===== config.mk =====
export PLATFORM = sky130hd
export DESIGN_NAME = mem_stage_ctrl
export DESIGN_NICKNAME = d
export VERILOG_FILES = /design/src/rtl/mem_stage_ctrl.sv
export SDC_FILE = /design/constraint.sdc
export NUM_CORES = 1
export LEC_CHECK = 0
export ABC_CLOCK_PERIOD_IN_PS = 5500
export CAP_MARGIN = 30
export CORE_ASPECT_RATIO = 0.5
export CORE_MARGIN = 1.5
export CORE_UTILIZATION = 42
export CTS_CLUSTER_DIAMETER = 30
export DETAILED_ROUTE_END_ITERATION = 12
export HOLD_SLACK_MARGIN = 0.05
export PLACE_DENSITY = 0.95
export SLEW_MARGIN = 0
export SYNTH_ARGS = -nofsm -noshare
export SYNTH_HDL_FRONTEND = slang
export SYNTH_SLANG_ARGS = --single-unit

===== constraint.sdc =====
create_clock -name clk -period 5.5 [get_ports clk]
set_input_delay 1.65 -clock clk [delete_from_list [all_inputs] [get_ports clk]]
set_output_delay 1.65 -clock clk [all_outputs]
set_load 0.03 [all_outputs]

===== src/rtl/mem_stage_ctrl.sv =====
// MEM stage controller: data-memory request/response handshake, upstream stall and MEM/WB register.
// Optional alignment check enabled by defining MEM_ALIGN_CHK_EN.
module mem_stage_ctrl #(
    parameter int unsigned XLEN   = 32,
    parameter int unsigned REG_AW = 5
) (
    input  logic              clk,
    input  logic              reset,
    input  logic [XLEN-1:0]   mem_alu_result,
    input  logic [XLEN-1:0]   mem_rs2_val,
    input  logic [REG_AW-1:0] mem_rd,
    input  logic              mem_mem_read,
    input  logic              mem_mem_write,
    input  logic              mem_reg_write,
    input  logic              mem_mem_to_reg,
    input  logic              mem_jal,
    input  logic [XLEN-1:0]   mem_pc_plus4,
    output logic              dmem_req,
    output logic              dmem_we,
    output logic [XLEN-1:0]   dmem_addr,
    output logic [XLEN-1:0]   dmem_wdata,
    input  logic              dmem_gnt,
    input  logic              dmem_rvalid,
    input  logic [XLEN-1:0]   dmem_rdata,
    output logic              mem_stall,
    output logic [XLEN-1:0]   wb_wdata,
    output logic [REG_AW-1:0] wb_rd,
    output logic              wb_reg_write,
    output logic              mem_misalign
);

    typedef enum logic [1:0] {
        S_IDLE,
        S_REQ,
        S_RESP
    } state_t;

    state_t            r_state;
    logic              r_dmem_req;
    logic              r_dmem_we;
    logic [XLEN-1:0]   r_dmem_addr;
    logic [XLEN-1:0]   r_dmem_wdata;
    logic [XLEN-1:0]   r_wb_wdata;
    logic [REG_AW-1:0] r_wb_rd;
    logic              r_wb_reg_write;

    logic w_acc;
    logic w_misal;
    logic w_done;
    logic w_load_done;
    logic w_stall;
    logic w_unused_mem_to_reg;

    assign w_acc = mem_mem_read | mem_mem_write;
    // Load data selection is driven by load completion, so mem_to_reg carries no extra information.
    assign w_unused_mem_to_reg = mem_mem_to_reg;

`ifdef MEM_ALIGN_CHK_EN
    logic r_misalign;

    assign w_misal = (r_state == S_IDLE) && w_acc && (mem_alu_result[1:0] != 2'b00);

    always_ff @(posedge clk) begin
        if (reset) begin
            r_misalign <= 1'b0;
        end else begin
            r_misalign <= w_misal;
        end
    end

    assign mem_misalign = r_misalign;
`else
    assign w_misal      = 1'b0;
    assign mem_misalign = 1'b0;
`endif

    always_comb begin
        w_done      = 1'b0;
        w_load_done = 1'b0;
        w_stall     = 1'b0;
        case (r_state)
            S_IDLE: begin
                w_stall = w_acc & ~w_misal;
            end
            S_REQ: begin
                if (dmem_gnt) begin
                    if (r_dmem_we) begin
                        w_done = 1'b1;
                    end else if (dmem_rvalid) begin
                        w_done      = 1'b1;
                        w_load_done = 1'b1;
                    end
                end
                w_stall = ~w_done;
            end
            S_RESP: begin
                w_done      = dmem_rvalid;
                w_load_done = dmem_rvalid;
                w_stall     = ~dmem_rvalid;
            end
            default: begin
                w_stall = 1'b0;
            end
        endcase
    end

    always_ff @(posedge clk) begin
        if (reset) begin
            r_state        <= S_IDLE;
            r_dmem_req     <= 1'b0;
            r_dmem_we      <= 1'b0;
            r_dmem_addr    <= '0;
            r_dmem_wdata   <= '0;
            r_wb_wdata     <= '0;
            r_wb_rd        <= '0;
            r_wb_reg_write <= 1'b0;
        end else begin
            case (r_state)
                S_IDLE: begin
                    if (w_acc && !w_misal) begin
                        r_dmem_req   <= 1'b1;
                        r_dmem_we    <= mem_mem_write;
                        r_dmem_addr  <= mem_alu_result;
                        r_dmem_wdata <= mem_rs2_val;
                        r_state      <= S_REQ;
                    end
                end
                S_REQ: begin
                    if (dmem_gnt) begin
                        r_dmem_req <= 1'b0;
                        r_state    <= w_done ? S_IDLE : S_RESP;
                    end
                end
                S_RESP: begin
                    if (dmem_rvalid) begin
                        r_state <= S_IDLE;
                    end
                end
                default: begin
                    r_state <= S_IDLE;
                end
            endcase

            // A stalled cycle inserts a bubble; data and destination keep their last values.
            if (w_stall) begin
                r_wb_reg_write <= 1'b0;
            end else begin
                r_wb_rd        <= mem_rd;
                r_wb_reg_write <= mem_reg_write & ~w_misal;
                r_wb_wdata     <= w_load_done ? dmem_rdata :
                                  mem_jal     ? mem_pc_plus4 : mem_alu_result;
            end
        end
    end

    assign dmem_req     = r_dmem_req;
    assign dmem_we      = r_dmem_we;
    assign dmem_addr    = r_dmem_addr;
    assign dmem_wdata   = r_dmem_wdata;
    assign mem_stall    = w_stall;
    assign wb_wdata     = r_wb_wdata;
    assign wb_rd        = r_wb_rd;
    assign wb_reg_write = r_wb_reg_write;

endmodule


-- After elaboration in Yosys (flattened, before gate mapping)
Index checks and enable logic that the tools add are counted.
Widths: inputs -> output; s select.
- bits in registers: 106
- input port bits: 142
- output and inout port bits: 106
- eq/ne operators: 5
- muxes and demuxes: 19
- bitwise logic cells: 3
- reductions and logical operators: 6
- operators by type and width (operator ; number):
    $mux 32 ; 2
    $mux 1 ; 8
    $mux 2 ; 4
    $ne 2x2->1 const B ; 3
    $pmux 1 s2 ; 3
    $pmux 2 s3 ; 1
    $reduce_and 3->1 ; 2
    $pmux 1 s3 ; 1
    $eq 2x1->1 const B ; 1
    $eq 2x2->1 const B ; 1
    $logic_not 2->1 ; 1
    $not 1->1 ; 2
    $reduce_and 2->1 ; 1
    $reduce_bool 2->1 ; 1
    $reduce_or 2->1 ; 1
    $or 1x1->1 ; 1

-- Longest topological paths before layout
- word-level depth: 8
- gate-level depth with buffers: 7
- gate-level depth less buffers: 6

-- Worst setup path before layout
No wires, ideal clock.
- path kind: input-to-output
- start point: input mem_mem_write
- end point: output mem_stall
- arrival: 2.407 ns
- setup slack: 1.443 ns
- stages on the path: 3
- buffers on the path: 0
- cell sequence: o21a_1 -> a211oi_2 -> nor2_1
- cells in the longest elaborated chain, start to end: 2
- ends and longest elaborated chain (item ; RTL line ; RTL):
    start: declaration ; 13 ; input logic mem_mem_write,
    $or 1x1->1 ; 54 ; assign w_acc = mem_mem_read | mem_mem_write;
    $pmux 1 s3 ; 81 ; case (r_state)
    end: declaration ; 25 ; output logic mem_stall,
No other way between the ends.

-- Worst setup path after layout
Ends and elaborated chain as after synthesis.

==> results.json <==
{
  "r2r-end": "wb_wdata[31]",
  "yosysSeqAreaShare_pct": 46.6,
  "dieArea_sq_um": 11500,
  "synth_largest_area_cell": "dfxtp_1",
  "route.detailed.drc": 0,
  "hold_viol": 0,
  "top_layer_used": "met4",
  "drive_above_1_share_pct": 10.0,
  "synth-edff-count": 0,
  "clockRootBuffer": "clkbuf_16",
  "num_antenna_cells": 0,
  "nets": 863,
  "wirelength_met1_mm": 5.93,
  "synth_ff_type": "dfxtp_1",
  "clk_pin_slew_ns": 0.06,
  "ir_drop_mv": 0.196,
  "grt_max_degree": 75,
  "cts_hold_buf": 0,
  "critPathLaunchType": "input port",
  "clk_latency_ns": 0.34,
  "wl_per_cell_um": 17.5,
  "io_buffers": 245,
  "fmax_mhz": 198,
  "p_per_area_nw_per_um2": 360,
  "via_count": 4442,
  "cp_cell_sequence": "clkdlybuf4s50_1 -> o21a_2 -> a211oi_2 -> nor2_1 -> clkdlybuf4s50_1",
  "min_from": "dmem_wdata[8]",
  "path_max_fanout": 6,
  "synth_cell_types": 33,
  "dr_wl_met3_um": 642,
  "async_flop_share_pct": 0,
  "initial_core_util_pct": 43.9,
  "tightest_slew_ns": 0.941,
  "ff2ff_path_depth": 7,
  "design.core.area_sq_um": 10400,
  "die_height_um": 76.7,
  "whs_endpoint": "dmem_wdata[8]",
  "postSynthCellCount": 488,
  "fin_util_pct": 71.1,
  "antenna_found_initial": 0,
  "core.rowCount": 26,
  "synth.most_common_cell": "nand2_1",
  "ys_ff_latch": 106,
  "ys_top_cells_by_count": "nand2_1, dfxtp_1, a21oi_1, mux2i_1, mux2_2",
  "synth_area_sq_um": 4560,
  "slew_violations": 0,
  "cp.arrival_ns": 3.41,
  "total_power_mw": 2.66,
  "grt_pass1_vias": 4619,
  "wl_mm": 15.1,
  "ctsResizeCount": 0,
  "crit_path_top_delay_cell": "clkdlybuf4s50_1",
  "antenna_left": 0,
  "grt_usage_pct": 26.1,
  "min_path_type": "reg -> reg",
  "postCtsSetupBuffers": 0,
  "synth_area_per_cell_sq_um": 9.34,
  "synth_area_leaders": "dfxtp_1, nand2_1, a21oi_1",
  "synthesis.nets": 635,
  "ys_warn_count": 0,
  "reg2reg_setup_slack_ns": 2.80,
  "cp.required_ns": 3.85,
  "endpoint_kind": "primary output",
  "cts.sinks": 106,
  "setup-tns-final_ns": 0,
  "pin_count": 248,
  "via_per_inst": 5.17,
  "die_w_um": 150,
  "grt_overflow": 0,
  "crit_path_max_incr_delay_ns": 0.61,
  "timing.rr.start": "r_state[0]",
  "final.min_clock_period_ns": 5.06,
  "synth_top_area_share_pct": 46.6,
  "worstSetupPathType": "in -> out",
  "cts_max_level": 3,
  "cts_tree": "done",
  "slew_headroom_pct": 37.0,
  "dp_hpwl_mm": 11.0,
  "maxCapViolations": 0,
  "gp_congestion": 0.845,
  "rsz0062_at_grt": "false",
  "clockBufferDepth": 2,
  "crit_top_cell": "clkdlybuf4s50_1",
  "drt_iter0_drc": 235,
  "wl_met2_mm": 8.01,
  "p_leak_nw": 2.94,
  "hold_path_depth": 2,
  "cts_buffers": 9,
  "outcome": "finished, final reports clean",
  "finClkSkew_ns": 0.00377,
  "period_share_pct": 92.1,
  "grt_pass1_wl_mm": 23.5,
  "syn2layout_area_growth_pct": 61.9,
  "setup_viol": 0,
  "drt_pre_antenna_iters": 4
}
-- state kept, by name, summed over array words and instances, names as in the netlist --
signal / flops
wb_wdata: 32
dmem_addr: 32
dmem_wdata: 32
dmem_req: 1
wb_reg_write: 1
wb_rd: 5
dmem_we: 1
r_state: 2
-- final cells by class --
cell class | instances | area (sq um)
Inverter | 4 | 15.0
Multi-Input combinational cell | 342 | 2270
Clock buffer | 13 | 260
Tap cell | 140 | 175
Sequential cell | 106 | 2120
Clock inverter | 2 | 12.5
Fill cell | 766 | 3000
Timing Repair Buffer | 253 | 2530
-- routing by layer --
layer,global-route usage (%),vias up
li1,-,2142
met1,28.4,2127
met2,47.7,135
met3,6.19,38
met4,12.3,0
met5,0,-
-- cell usage in the layout, fill, tap and decap left out, types with 3 or more instances in the layout --
master / n
a211o_1: 3
a21oi_1: 72
buf_4: 7
clkbuf_16: 9
clkdlybuf4s50_1: 244
dfxtp_1: 106
ha_1: 5
inv_1: 4
mux2_1: 8
mux2_2: 24
mux2i_1: 32
nand2_1: 133
nand3_1: 5
nor2_1: 4
nor3_1: 3
o21ai_0: 7
o2bb2ai_1: 13
o2bb2ai_2: 19
-- power breakdown --
part           internal (mW)  leakage [nW]  switching (mW)
combinational          0.453          1.94           0.625
sequential             0.899         0.874          0.0789
clock                  0.329         0.132           0.275
total                   1.68          2.94           0.979
-- cells by family (layout without fill, tap and decap cells) --
logic type / count (synthesis) / count (layout) / share of synthesized area, %
AOI/OAI and AO/OA: 123 / 123 / 19.8
adders and majority gates: 5 / 5 / 1.37
buffers and inverters: 40 / 272 / 4.28
DFF: 106 / 106 / 46.6
muxes: 64 / 64 / 14.9
other: 1 / 1 / 0.0823
and+or+nand+nor: 149 / 149 / 12.9
-- how the worst max path moves through the flow --
stage	start	end	slack [ns]	depth (start not counted)
global placement	mem_mem_write	mem_stall	0.50	5
detailed placement	mem_mem_write	mem_stall	0.46	5
CTS	mem_mem_write	mem_stall	0.45	5
floorplan	mem_mem_write	mem_stall	1.44	3
global route	mem_mem_write	mem_stall	0.34	5
finish	mem_mem_write	mem_stall	0.44	5
-- worst max-delay path: cells and delay by family --
family          cells  cell delay (ns)
simple gates        1             0.07
compound gates      2             0.54
buf+inv             2             1.16
-- through the flow --
stage | area, sq um | setup WS (ns) | cells | hold slack (ns)
finish | 7380 | 0.437 | 860 | 0.451
global route | 7380 | 0.337 | 860 | 0.468
CTS | 7380 | 0.447 | 860 | 0.455
detailed placement | 7110 | 0.460 | 845 | 0.446
global placement | 7080 | 0.498 | 844 | 0.440
floorplan | 4560 | 1.44 | 488 | 0.469
No activity file was read; power rests on OpenSTA's default activity.
